File: config.mk
export PLATFORM = sky130hd
export DESIGN_NAME = sd_sector_server
export DESIGN_NICKNAME = d
export VERILOG_FILES = /design/src/rtl/sd_sector_server.sv
export SDC_FILE = /design/constraint.sdc
export NUM_CORES = 1
export LEC_CHECK = 0
export CORE_MARGIN = 5
export CORE_UTILIZATION = 35
export CTS_CLUSTER_SIZE = 16
export DETAILED_ROUTE_END_ITERATION = 8
export SYNTH_ARGS = -nofsm -noshare
export SYNTH_HDL_FRONTEND = slang
export SYNTH_SLANG_ARGS = --single-unit
File: constraint.sdc
create_clock -name clk_ram -period 7.3 [get_ports clk_ram]
set_clock_uncertainty 0.05 [all_clocks]
set_input_delay 1.46 -clock clk_ram [delete_from_list [all_inputs] [get_ports clk_ram]]
set_output_delay 1.46 -clock clk_ram [all_outputs]
set_load 0.005 [all_outputs]
File: src/rtl/sd_sector_server.sv
// SDRAM-backed responder serving 512-byte SD sector reads/writes from a disk image window.
// Optional macro SD_SERVER_WRPROT_EN makes the image read-only: writes are drained and discarded.
module sd_sector_server #(
    parameter logic [24:0] IMG_BASE    = 25'h0A0000,
    parameter logic [31:0] IMG_SECTORS = 32'd2048,
    parameter int          STROBE_GAP  = 4
) (
    input  logic        clk_ram,
    input  logic        reset,
    input  logic        img_valid,
    input  logic [31:0] sd_lba,
    input  logic        sd_rd,
    input  logic        sd_wr,
    output logic        sd_ack,
    output logic [7:0]  sd_dout,
    output logic        sd_dout_strobe,
    input  logic [7:0]  sd_din,
    output logic        sd_din_strobe,
    output logic        sd_mounted,
    output logic        oob,
    output logic [24:0] mem_addr,
    output logic        mem_rd,
    output logic        mem_wr,
    output logic [15:0] mem_dout,
    input  logic [15:0] mem_din,
    input  logic        mem_ready
);

`ifdef SD_SERVER_WRPROT_EN
    localparam logic WRPROT = 1'b1;
`else
    localparam logic WRPROT = 1'b0;
`endif

    localparam logic [7:0] GAP_LAST = 8'(STROBE_GAP - 1);
    localparam logic [8:0] CNT_LAST = 9'd511;

    typedef enum logic [2:0] {
        IDLE, ACK, RD_FETCH, RD_BYTE, WR_STROBE, WR_STORE, DONE, REL
    } state_t;

    state_t      state_r;
    logic [15:0] lba_r;
    logic        is_rd_r;
    logic        discard_r;
    logic [8:0]  cnt_r;
    logic [7:0]  gap_r;
    logic [15:0] word_r;
    logic        oob_hit_s;
    logic        wr_block_s;
    logic [8:0]  cnt_inc_s;

    function automatic logic [24:0] word_addr(input logic [15:0] lba, input logic [7:0] widx);
        return IMG_BASE + {lba, 9'd0} + {16'd0, widx, 1'b0};
    endfunction

    // Request classification and counter increment used by the FSM.
    always_comb begin
        oob_hit_s  = (sd_lba >= IMG_SECTORS);
        wr_block_s = WRPROT && !sd_rd;
        cnt_inc_s  = cnt_r + 9'd1;
    end

    // Transfer FSM; every output is a register driven from here.
    always_ff @(posedge clk_ram or posedge reset) begin
        if (reset) begin
            state_r        <= IDLE;
            lba_r          <= 16'd0;
            is_rd_r        <= 1'b0;
            discard_r      <= 1'b0;
            cnt_r          <= 9'd0;
            gap_r          <= 8'd0;
            word_r         <= 16'd0;
            sd_ack         <= 1'b0;
            sd_dout        <= 8'd0;
            sd_dout_strobe <= 1'b0;
            sd_din_strobe  <= 1'b0;
            sd_mounted     <= 1'b0;
            oob            <= 1'b0;
            mem_addr       <= 25'd0;
            mem_rd         <= 1'b0;
            mem_wr         <= 1'b0;
            mem_dout       <= 16'd0;
        end else begin
            sd_dout_strobe <= 1'b0;
            sd_din_strobe  <= 1'b0;
            oob            <= 1'b0;
            case (state_r)
                IDLE: begin
                    sd_mounted <= img_valid;
                    if (sd_mounted && (sd_rd || sd_wr)) begin
                        lba_r     <= sd_lba[15:0];
                        is_rd_r   <= sd_rd;
                        discard_r <= oob_hit_s || wr_block_s;
                        oob       <= oob_hit_s && !wr_block_s;
                        state_r   <= ACK;
                    end
                end
                ACK: begin
                    sd_ack <= 1'b1;
                    cnt_r  <= 9'd0;
                    gap_r  <= 8'd0;
                    if (!is_rd_r) begin
                        sd_din_strobe <= 1'b1;
                        state_r       <= WR_STROBE;
                    end else if (discard_r) begin
                        word_r         <= 16'd0;
                        sd_dout        <= 8'd0;
                        sd_dout_strobe <= 1'b1;
                        state_r        <= RD_BYTE;
                    end else begin
                        mem_rd   <= 1'b1;
                        mem_addr <= word_addr(lba_r, 8'd0);
                        state_r  <= RD_FETCH;
                    end
                end
                RD_FETCH: begin
                    if (mem_ready) begin
                        mem_rd         <= 1'b0;
                        word_r         <= mem_din;
                        sd_dout        <= mem_din[7:0];
                        sd_dout_strobe <= 1'b1;
                        gap_r          <= 8'd0;
                        state_r        <= RD_BYTE;
                    end
                end
                RD_BYTE: begin
                    if (gap_r != GAP_LAST) begin
                        gap_r <= gap_r + 8'd1;
                    end else if (cnt_r == CNT_LAST) begin
                        state_r <= DONE;
                    end else begin
                        cnt_r <= cnt_inc_s;
                        gap_r <= 8'd0;
                        // Out-of-range reads hold word_r at zero, so the odd byte is zero too.
                        if (!cnt_r[0]) begin
                            sd_dout        <= word_r[15:8];
                            sd_dout_strobe <= 1'b1;
                        end else if (discard_r) begin
                            sd_dout        <= 8'd0;
                            sd_dout_strobe <= 1'b1;
                        end else begin
                            mem_rd   <= 1'b1;
                            mem_addr <= word_addr(lba_r, cnt_inc_s[8:1]);
                            state_r  <= RD_FETCH;
                        end
                    end
                end
                WR_STROBE: begin
                    if (gap_r != GAP_LAST) begin
                        gap_r <= gap_r + 8'd1;
                    end else begin
                        if (cnt_r[0]) begin
                            mem_dout[15:8] <= sd_din;
                        end else begin
                            mem_dout[7:0] <= sd_din;
                        end
                        if (!cnt_r[0]) begin
                            cnt_r         <= cnt_inc_s;
                            gap_r         <= 8'd0;
                            sd_din_strobe <= 1'b1;
                        end else if (!discard_r) begin
                            mem_wr   <= 1'b1;
                            mem_addr <= word_addr(lba_r, cnt_r[8:1]);
                            state_r  <= WR_STORE;
                        end else if (cnt_r == CNT_LAST) begin
                            state_r <= DONE;
                        end else begin
                            cnt_r         <= cnt_inc_s;
                            gap_r         <= 8'd0;
                            sd_din_strobe <= 1'b1;
                        end
                    end
                end
                WR_STORE: begin
                    if (mem_ready) begin
                        mem_wr <= 1'b0;
                        if (cnt_r == CNT_LAST) begin
                            state_r <= DONE;
                        end else begin
                            cnt_r         <= cnt_inc_s;
                            gap_r         <= 8'd0;
                            sd_din_strobe <= 1'b1;
                            state_r       <= WR_STROBE;
                        end
                    end
                end
                DONE: begin
                    sd_ack  <= 1'b0;
                    state_r <= REL;
                end
                REL: begin
                    sd_mounted <= img_valid;
                    if (!sd_rd && !sd_wr) begin
                        state_r <= IDLE;
                    end
                end
                default: begin
                    state_r <= IDLE;
                end
            endcase
        end
    end

endmodule
==> metrics.yaml, run 1 <==
status:
  status: "complete, no violations"
yosys:
  ys_seq_area_share_pct: 50.34
  synthTopCellsByArea: "dfrtp_1 (50%), mux2_2 (7.6%), o21ai_0 (4.4%), nand2_1 (3.4%), mux2_4 (2.7%)"
  syn-cell-area_um2: 5021
  yosys_warnings: 0
  synth-edff-count: 0
  yosys.cell_types.count: 67
  ys_seq_elements: 101
  synthArstFlopShare_pct: 100.0
  synth_top_cell_by_area: "dfrtp_1"
  synth_top_area_share_pct: 50.34
  dominantRegCellSynth: "dfrtp_1"
  synthCells: 470
  synth_fp_nets: 537
  synth.avg_cell_area_um2: 10.68
global_route:
  grt_max_degree: 66
  met1_usage_pct: 20.77
  grt_pass1_vias: 4257
  grt_use_total_pct: 15.40
  met2_usage_pct: 24.05
  grt_antenna_before_repair: 0
  overflow: 0
  busiest_layer: "met2"
  grt_first_pass_wirelength_um: 20800
  gr-usage-met3_pct: 4.257
placement:
  place_area_um2: 6307
  dp_slack_ps: 3567
  place_congestion: 0.8346
  io_buffer_count: 116
  dp_hpwl_um: 9021
  placedCellCount: 743
pwr:
  powerDensity_nw_per_um2: 376.1
  p_leak_nw: 2.770
  p_switching_uw: 881.1
  seqPwrFrac_pct: 39.3
  swShare_pct: 35.41
  peakVddDrop_v: 0.0001655
  clockPowerShare_pct: 20.2
  p_comb_share_pct: 40.5
  cellInternalPower_mw: 1.607
cts:
  clk_latency_ps: 350
  cts_resized: 0
  root_buffer: "clkbuf_16"
  clkTransAtPathRegs_ps: 70
  cts_setup_buffers: 0
  cts_made_buffers: 9
  cts_tree: "yes"
  clock-sinks: 101
  clockBufferDepth: 2
  htreeDepth: 3
  cts-hold-fix-buffers: 0
worst_setup_path:
  crit_type: "reg -> reg"
  crit_fanout: 39
  cp-start-kind: "flop"
  crit_path_end: "mem_addr[15]"
  r2r_setup_slack_ps: 3550
  cp-startpoint: "cnt_r[0]"
  cp.arrival_ps: 3930
  worstReg2RegEnd: "mem_addr[15]"
  critPathRequiredTime_ps: 7480
  r2r-start: "cnt_r[0]"
  reg2regPathDepth: 9
  cp-end-kind: "flop"
sta:
  hold_viol_final: 0
  finalHoldWorstSlack_ps: 431.8
  setup_viol: 0
  fin_crit_ps: 3752
  layout_setup_ws_ps: 3548
  rsz0062_at_grt: "false"
  tightest_slew_ps: 1180
  worst_slew_margin_rel_pct: 20.77
  tns_ps: 0
  min_period_over_period_pct: 51.40
  slew_viol_final: 0
  max_freq_ghz: 0.2665
final_layout:
  fin_area_um2: 6616
  stdcell_count: 759
  fin_nets: 641
  n_antenna_cell: 0
  fill_cells: 1346
  area_delta_synth_final_pct: 31.77
  multi_input_area_um2: 2354
  regArea_um2: 2527
  drive_gt1_share_pct: 12.61
die:
  start_util_pct: 35.89
  core_area_um2: 13990
  io_pins: 118
  fp.dieH_um: 129.8
  dieArea_um2: 16840
  die_x_um: 129.8
  placementRows: 43
detailed_routing:
  vias_per_cell: 5.229
  wl_um: 12490
  routedWlPerCell_um: 16.46
  ant_nets: 0
  drtIter0Drc: 215
  drtPass1Iterations: 4
  vias: 3969
  drc: 0
flow_run:
  max_cap_violations: 0
hold_path:
  min_path_type: "reg -> reg"
==> state kept, by name, summed over array words and instances (netlist names), 3 cells and up <==
name,flops
mem_addr,24
lba_r,16
mem_dout,16
cnt_r,9
gap_r,8
sd_dout,8
word_r,8
state_r,3
==> worst max-delay path: stages (launching register included) <==
cell,delay (ps)
dfrtp_1,660
ha_1,400
and3_1,230
and3_1,210
and3_1,200
ha_1,280
and2_1,190
o21ai_0,320
o2111ai_4,580
mux2_4,490
==> per-layer routing <==
metal	vias up	share of wire (%)
li1	1928	-
met1	1920	47
met2	103	46
met3	18	5.9
met4	0	1.5
met5	-	0
==> synth_stat cells (3+ instances only) <==
master      n
dfrtp_1   101
nand2_1    45
o21ai_0    44
mux2_2     34
a21oi_1    23
nor2_1     17
a22o_1     12
clkbuf_1   12
nand2b_1   12
o21ai_1    12
a22oi_1    10
nand3_1    10
nor2b_1    10
mux2_4      9
nor3_1      9
buf_2       7
inv_1       7
and3_1      6
o31ai_1     6
xor2_1      6
ha_1        5
nor4_1      4
o21bai_1    4
a211o_1     3
a31oi_1     3
nand4_1     3
o211ai_1    3
o21a_1      3
or2_2       3
==> worst min-delay path by stage <==
stage                      startpoint           to  slack, ps  depth (start not counted)
after floorplan            word_r[15]   word_r[15]        420                          1
after global placement    mem_addr[1]  mem_addr[1]        420                          2
after detailed placement  mem_addr[1]  mem_addr[1]        420                          2
after CTS                  sd_dout[1]   sd_dout[1]        440                          2
after global routing       sd_dout[1]   sd_dout[1]        470                          2
final                     mem_addr[3]  mem_addr[3]        430                          2
==> power groups by stage <==
stage	registers (mW)	logic [mW]	clock network, mW
detailed placement	0.985	1.02	0
global placement	0.981	0.999	0
floorplan	0.882	0.710	0
global route	1.01	1.11	0.543
CTS	0.979	1.02	0.517
finish	0.978	1.01	0.503
==> cells in the final DEF, fill, tap and decap left out, types with 2 or more instances in the layout <==
cell type | Yosys | routed
nand3b_1 | 2 | 2
mux2_2 | 34 | 34
nor2_1 | 17 | 17
o22ai_1 | 2 | 2
and3_1 | 6 | 6
bufinv_16 | 0 | 2
a22oi_1 | 10 | 10
nor2b_1 | 10 | 10
a21oi_1 | 23 | 23
dfrtp_1 | 101 | 101
nand2b_1 | 12 | 12
a211o_1 | 3 | 3
o2111ai_1 | 2 | 2
clkdlybuf4s50_1 | 0 | 116
o21a_1 | 3 | 3
and3b_1 | 2 | 2
a21o_1 | 2 | 2
mux2_4 | 9 | 9
xor2_1 | 6 | 6
clkbuf_1 | 12 | 3
nor4_1 | 4 | 4
a22o_1 | 12 | 12
and2_1 | 2 | 2
o21bai_1 | 4 | 4
inv_1 | 7 | 6
ha_1 | 5 | 5
o21ai_1 | 12 | 12
clkbuf_16 | 0 | 9
or2_2 | 3 | 3
nand4_1 | 3 | 3
a31oi_1 | 3 | 3
o31ai_1 | 6 | 6
nand3_1 | 10 | 10
nand2_1 | 45 | 45
nor3_1 | 9 | 9
o211ai_1 | 3 | 3
o21ai_0 | 44 | 44
==> cell families (layout without fill, tap and decap cells) <==
kind of cell,count (synthesis),count (layout),synth area share [%]
AO/OA/AOI/OAI,144,144,19.04
AND/OR/NAND/NOR,136,136,14.55
flip-flops,101,101,50.34
multiplexers,44,44,10.52
buffers and inverters,32,141,3.015
XOR/XNOR,7,7,1.221
adder cells (fa/ha/maj),5,5,1.246
other,1,1,0.07469
==> stage by stage <==
stage	power [mW]	utilization [%]
global placement	1.980	45.09
detailed placement	2.001	45.09
floorplan	1.592	-
CTS	2.516	47.30
global route	2.670	47.30
finish	2.488	47.30
==> area by class of cell <==
type | count | share of cell area [%]
Clock inverter | 4 | 1.097
Clock buffer | 12 | 3.574
Inverter | 8 | 0.4917
Timing Repair Buffer | 117 | 17.66
Multi-Input combinational cell | 337 | 35.57
Tap cell | 180 | 3.404
Sequential cell | 101 | 38.20
Note: power is estimated with default switching activity, not from simulation.
==> run 2, diff against run 1 <==
==> constraint.sdc (replaced) <==
create_clock -name clk_ram -period 3.25 [get_ports clk_ram]
set_clock_uncertainty 0.05 [all_clocks]
set_input_delay 0.65 -clock clk_ram [delete_from_list [all_inputs] [get_ports clk_ram]]
set_output_delay 0.65 -clock clk_ram [all_outputs]
set_load 0.005 [all_outputs]
==> run 2 against run 1 <==
  * Clock power grew to 2.6 times the previous value
  * Via count increased by 1.7%
  * Critical path type unchanged
  * Cell area rose by 2.3%
  * Maximum frequency up 26%
  * Core utilization up 1.1 points
  * Critical endpoint is now mem_addr[4]
  * Routed wire length increased by 1.9%
  * Final cell count grew 1.4%
  * Global-route usage rose by 0.28 points
==> metrics.yaml, run 2 (synthesized netlist as in run 1, its figures left out) <==
sta:
  slew_viol_final: 0  # unchanged
  setup_viol: 0  # unchanged
  worst_slew_margin_rel_pct: 39.76  # was 20.77%
  tns_ps: 0  # unchanged
  hold_viol_final: 0  # unchanged
  rsz0062_at_grt: "false"  # unchanged
  finalHoldWorstSlack_ps: 440.9  # was 431.8 ps
  min_period_over_period_pct: 91.87  # was 51.40%
  fin_crit_ps: 2986  # was 3752 ps
  max_freq_ghz: 0.3349  # was 0.2665 GHz
  tightest_slew_ps: 903.5  # was 1180 ps
pwr:
  p_switching_mw: 2.026  # was 881.1 µW
  cellInternalPower_mw: 3.836  # was 1.607 mW
  seqPwrFrac_pct: 36.0  # was 39.3%
  clockPowerShare_pct: 22.1  # was 20.2%
  p_comb_share_pct: 41.9  # was 40.5%
  powerDensity_nw_per_um2: 865.9  # was 376.1 nW/µm²
  swShare_pct: 34.56  # was 35.41%
  p_leak_nw: 2.858  # was 2.770 nW
  peakVddDrop_v: 0.0003858  # was 0.0001655 V
worst_setup_path:
  crit_fanout: 21  # was 39
  crit_type: "reg -> reg"  # unchanged
  r2r_setup_slack_ps: 260  # was 3550 ps
  cp.arrival_ps: 3170  # was 3930 ps
  reg2regPathDepth: 11  # was 9
  r2r-start: "cnt_r[1]"  # was cnt_r[0]
  worstReg2RegEnd: "mem_addr[4]"  # was mem_addr[15]
  critPathRequiredTime_ps: 3430  # was 7480 ps
  cp-start-kind: "flop"  # unchanged
  cp-end-kind: "flop"  # unchanged
final_layout:
  area_delta_synth_final_pct: 34.84  # was 31.77%
  fill_cells: 1317  # was 1346
  top_regs: "mem_addr (24), lba_r (16), mem_dout (16)"  # unchanged
  layout_commonest_cell: "clkdlybuf4s50_1"  # unchanged
  multi_input_area_um2: 2354  # unchanged
  drive_gt1_share_pct: 14.75  # was 12.61%
  regMostFlops: "mem_addr"  # unchanged
  mostFrequentLayoutCells: "clkdlybuf4s50_1 (116), dfrtp_1 (101), nand2_1 (45)"  # unchanged
  fin_nets: 653  # was 641
  fin_area_um2: 6770  # was 6616 µm²
  largest_reg_flops: 24  # unchanged
  regArea_um2: 2527  # unchanged
  n_antenna_cell: 0  # unchanged
die:
  start_util_pct: 35.89  # unchanged
  dieArea_um2: 16840  # unchanged
  core_area_um2: 13990  # unchanged
  fp.dieH_um: 129.8  # unchanged
  io_pins: 118  # unchanged
  placementRows: 43  # unchanged
  die_x_um: 129.8  # unchanged
cts:
  clkTransAtPathRegs_ps: 70  # about the same
  clockBufferDepth: 2  # unchanged
  cts_tree: "yes"  # unchanged
  clock-sinks: 101  # unchanged
  clk_latency_ps: 350  # about the same
  cts-hold-fix-buffers: 0  # unchanged
  cts_resized: 0  # unchanged
  htreeDepth: 3  # unchanged
  cts_made_buffers: 9  # unchanged
  root_buffer: "clkbuf_16"  # unchanged
  cts_setup_buffers: 0  # unchanged
hold_path:
  min_path_type: "reg -> reg"  # unchanged
  hp-start: "sd_dout[1]"  # was mem_addr[3]
  hold_end: "sd_dout[1]"  # was mem_addr[3]
  hold_depth: 2  # unchanged
global_route:
  overflow: 0  # unchanged
  grt_first_pass_wirelength_um: 21110  # was 20800 µm
  grt_max_degree: 102  # was 66
  grt_pass1_vias: 4215  # was 4257
  grt_antenna_before_repair: 0  # unchanged
  grt_use_total_pct: 15.69  # was 15.40%
detailed_routing:
  vias_per_cell: 5.243  # was 5.229
  routedWlPerCell_um: 16.54  # was 16.46 µm
  drc: 0  # unchanged
  vias: 4037  # was 3969
  drtIter0Drc: 244  # was 215
  wl_um: 12740  # was 12490 µm
  drtPass1Iterations: 4  # unchanged
  ant_nets: 0  # unchanged
flow_run:
  max_cap_violations: 0  # unchanged
placement:
  place_congestion: 0.8505  # was 0.8346
  place_area_um2: 6411  # was 6307 µm²
  io_buffer_count: 116  # unchanged
  dp_hpwl_um: 9193  # was 9021 µm
status:
  status: "complete, no violations"  # unchanged
==> run 2: cell types whose count changed in the layout (fill, tap and decap cells not counted) <==
| cell | before | now |
|---|---|---|
| inv_4 | 1 | 0 |
| buf_4 | 1 | 12 |
| clkbuf_1 | 3 | 0 |
| buf_12 | 0 | 1 |
| bufinv_16 | 2 | 4 |
| inv_6 | 0 | 1 |
==> run 2: area by class of cell <==
cell class,instances,area share [%]
Clock buffer,9,3.327
Tap cell,180,3.327
Inverter,8,0.4990
Timing Repair Buffer,129,18.78
Clock inverter,6,1.977
Multi-Input combinational cell,337,34.76
Sequential cell,101,37.33
==> run 2: worst max-delay path by stage <==
stage	from	end
global placement	cnt_r[1]	mem_rd
CTS	cnt_r[1]	mem_addr[6]
global route	cnt_r[1]	mem_addr[4]
detailed placement	cnt_r[1]	mem_addr[4]
finish	cnt_r[1]	mem_addr[4]
floorplan	cnt_r[0]	sd_dout[7]
==> run 2: critical path, cell delays in order, from the launching register on <==
cell and delay, ps:
dfrtp_1 420, ha_1 250, and3_1 230, and3_1 210, and3_1 210, ha_1 190
and2_1 150, o21ai_0 310, o2111ai_4 360, buf_4 320, nand2_1 90, o21ai_0 70
==> run 2: metrics by stage <==
stage / util (%) / setup WS (ps) / instances / total power [mW]
2_1_floorplan: - / 539.9 / 470 / 3.576
3_3_place_gp: 45.83 / 319.0 / 755 / 4.539
3_5_place_dp: 45.83 / 249.9 / 755 / 4.591
4_1_cts: 48.40 / 235.3 / 770 / 5.925
5_1_grt: 48.40 / 43.69 / 770 / 6.271
6_report: 48.40 / 264.2 / 770 / 5.862
==> run 2: power by group through the flow <==
stage               sequential [mW]  clock [mW]  combinational, mW
floorplan                      1.98           0               1.59
global placement               2.12           0               2.42
detailed placement             2.12           0               2.47
CTS                            2.11        1.34               2.48
global route                   2.17        1.38               2.72
finish                         2.11        1.29               2.46
==> run 2: layer usage <==
| layer | global-route usage [%] | share of wire [%] | up-vias |
|---|---|---|---|
| met2 | 24.63 | 46 | 118 |
| li1 | - | - | 1942 |
| met5 | 0 | 0 | - |
| met1 | 20.94 | 45 | 1967 |
| met3 | 5.853 | 7.7 | 10 |
| met4 | 3.301 | 0.81 | 0 |
==> run 3, diff against run 2 <==
--- a/config.mk
+++ b/config.mk
@@ -5,6 +5,7 @@
 export SDC_FILE = /design/constraint.sdc
 export NUM_CORES = 1
 export LEC_CHECK = 0
+export CORE_ASPECT_RATIO = 1.75
 export CORE_MARGIN = 5
 export CORE_UTILIZATION = 35
 export CTS_CLUSTER_SIZE = 16
==> run 3 against run 2 <==
  * Core utilization down 1.1 points
  * Worst setup slack worse by 36 ps
  * Critical path type unchanged
  * Largest power group unchanged
  * Count of clock-buffer cells in the layout unchanged
  * Final cell count up 0.13%
  * Hold slack worse by 3.1 ps
==> metrics.yaml, run 3 (synthesized netlist as in run 1, its figures left out) <==
global_route:
  grt_pass1_vias: 4360  # was 4215
  grt_use_total_pct: 16.40  # was 15.69%
  grt_antenna_before_repair: 0  # unchanged
  grt_max_degree: 102  # unchanged
  overflow: 0  # unchanged
  grt_first_pass_wirelength_um: 21950  # was 21110 µm
sta:
  tns_ps: 0  # unchanged
  max_freq_ghz: 0.3310  # was 0.3349 GHz
  tightest_slew_ps: 644.0  # was 903.5 ps
  rsz0062_at_grt: "false"  # unchanged
  setup_viol: 0  # unchanged
  hold_viol_final: 0  # unchanged
  fin_crit_ps: 3021  # was 2986 ps
  worst_slew_margin_rel_pct: 56.91  # was 39.76%
  slew_viol_final: 0  # unchanged
  min_period_over_period_pct: 92.97  # was 91.87%
detailed_routing:
  routedWlPerCell_um: 17.31  # was 16.54 µm
  drc: 0  # unchanged
  vias_per_cell: 5.315  # was 5.243
  drtPass1Iterations: 4  # unchanged
  drtIter0Drc: 201  # was 244
  vias: 4098  # was 4037
  wl_um: 13340  # was 12740 µm
  ant_nets: 0  # unchanged
worst_setup_path:
  cp-start-kind: "flop"  # unchanged
  crit_type: "reg -> reg"  # unchanged
  path_cells: "ha_1 -> and3_1 -> and3_1 -> and3_1 -> ha_1 -> and2_1 -> o21ai_0 -> o2111ai_4 -> buf_4 -> nand2_1 -> o21ai_0"  # unchanged
  reg2regPathDepth: 11  # unchanged
  crit_slowest_cell: "dfrtp_1"  # unchanged
  cp.arrival_ps: 3200  # was 3170 ps
  cp-end-kind: "flop"  # unchanged
  max_stage_delay_ps: 420  # about the same
  crit_fanout: 28  # was 21
  r2r_setup_slack_ps: 230  # was 260 ps
  crit_top_cell: "and3_1"  # unchanged
  critPathRequiredTime_ps: 3420  # was 3430 ps
status:
  status: "complete, no violations"  # unchanged
pwr:
  peakVddDrop_v: 0.0003774  # was 0.0003858 V
  total_power_mw: 5.712  # was 5.862 mW
  p_leak_nw: 2.837  # was 2.858 nW
  powerDensity_nw_per_um2: 849.5  # was 865.9 nW/µm²
cts:
  cts_setup_buffers: 0  # unchanged
  clkTransAtPathRegs_ps: 80  # was 70 ps
  cts_tree: "yes"  # unchanged
  htreeDepth: 3  # unchanged
  cts_made_buffers: 9  # unchanged
  root_buffer: "clkbuf_16"  # unchanged
  cts-hold-fix-buffers: 0  # unchanged
  clk_latency_ps: 350  # about the same
  clock-sinks: 101  # unchanged
  cts_resized: 0  # unchanged
  clockBufferDepth: 2  # unchanged
hold_path:
  min_path_type: "reg -> reg"  # unchanged
  hold_depth: 2  # unchanged
die:
  start_util_pct: 35.30  # was 35.89%
  fp.dieH_um: 168.4  # was 129.8 µm
  placementRows: 58  # was 43
  core_area_um2: 14220  # was 13990 µm²
  die_x_um: 100.5  # was 129.8 µm
  io_pins: 118  # unchanged
  dieArea_um2: 16940  # was 16840 µm²
final_layout:
  n_antenna_cell: 0  # unchanged
  top_regs: "mem_addr (24), lba_r (16), mem_dout (16)"  # unchanged
  drive_gt1_share_pct: 14.89  # was 14.75%
  fin_area_um2: 6724  # was 6770 µm²
  mostFrequentLayoutCells: "clkdlybuf4s50_1 (116), dfrtp_1 (101), nand2_1 (45)"  # unchanged
  largest_reg_flops: 24  # unchanged
  layout_commonest_cell: "clkdlybuf4s50_1"  # unchanged
  fin_nets: 653  # unchanged
  area_delta_synth_final_pct: 33.91  # was 34.84%
  regMostFlops: "mem_addr"  # unchanged
  final_util_pct: 47.27  # was 48.40%
placement:
  place_congestion: 0.8198  # was 0.8505
  dp_hpwl_um: 9949  # was 9193 µm
  place_area_um2: 6411  # unchanged
  io_buffer_count: 116  # unchanged
flow_run:
  max_cap_violations: 0  # unchanged
==> run 3: cell count changes in the layout (fill, tap and decap cells not counted) <==
cell | previous run | this run
clkinv_2 | 1 | 0
bufinv_16 | 4 | 1
inv_6 | 1 | 2
inv_8 | 0 | 2
clkinv_4 | 0 | 2
==> run 3: routing by layer <==
| metal | vias up | share of wire (%) | track usage (%) |
|---|---|---|---|
| li1 | 1946 | - | - |
| met1 | 1993 | 38 | 18.04 |
| met2 | 129 | 53 | 29.09 |
| met3 | 30 | 4.8 | 3.358 |
| met4 | 0 | 3.7 | 8.563 |
| met5 | - | 0 | 0 |
==> run 3: worst paths after layout <==
kind / end / startpoint
worst max-delay path: mem_addr[4] / cnt_r[1]
worst min-delay path: mem_addr[23] / mem_addr[23]
worst max register to register: mem_addr[4] / cnt_r[1]
worst min register to register: mem_addr[23] / mem_addr[23]
max in group asynchronous: gap_r[5] / reset
min in group asynchronous: lba_r[7] / reset
==> run 3: area by class of cell <==
| cell class | instances | area (µm²) |
|---|---|---|
| flip-flops and latches | 101 | 2527 |
| well taps | 180 | 225.2 |
| multi-input cells | 337 | 2354 |
| repair buffers | 129 | 1271 |
| fillers | 1356 | 7500 |
| clock inverters | 7 | 87.58 |
| clock buffers | 9 | 225.2 |
| inverters | 8 | 33.78 |
==> run 3: per-stage QoR <==
stage / cells / hold slack, ps / worst slack, ps
4_1_cts: 771 / 443.3 / 188.1
3_3_place_gp: 755 / 419.5 / 329.7
2_1_floorplan: 470 / 416.2 / 539.9
6_report: 771 / 437.8 / 228.6
3_5_place_dp: 755 / 426.7 / 201.6
5_1_grt: 771 / 472.7 / 12.40
==> run 3: where the power goes <==
group	internal, mW	switching, mW
combinational	1.31	1.20
clock	0.617	0.513
sequential	1.70	0.371
total	3.63	2.08
==> run 3: worst max-delay path: cells and delay by family (launching register included) <==
family | cells | cell delay (ps)
adder cells (fa/ha/maj) | 2 | 440
AND/OR/NAND/NOR | 5 | 900
flip-flops | 1 | 420
buffers and inverters | 1 | 340
AO/OA/AOI/OAI | 3 | 750
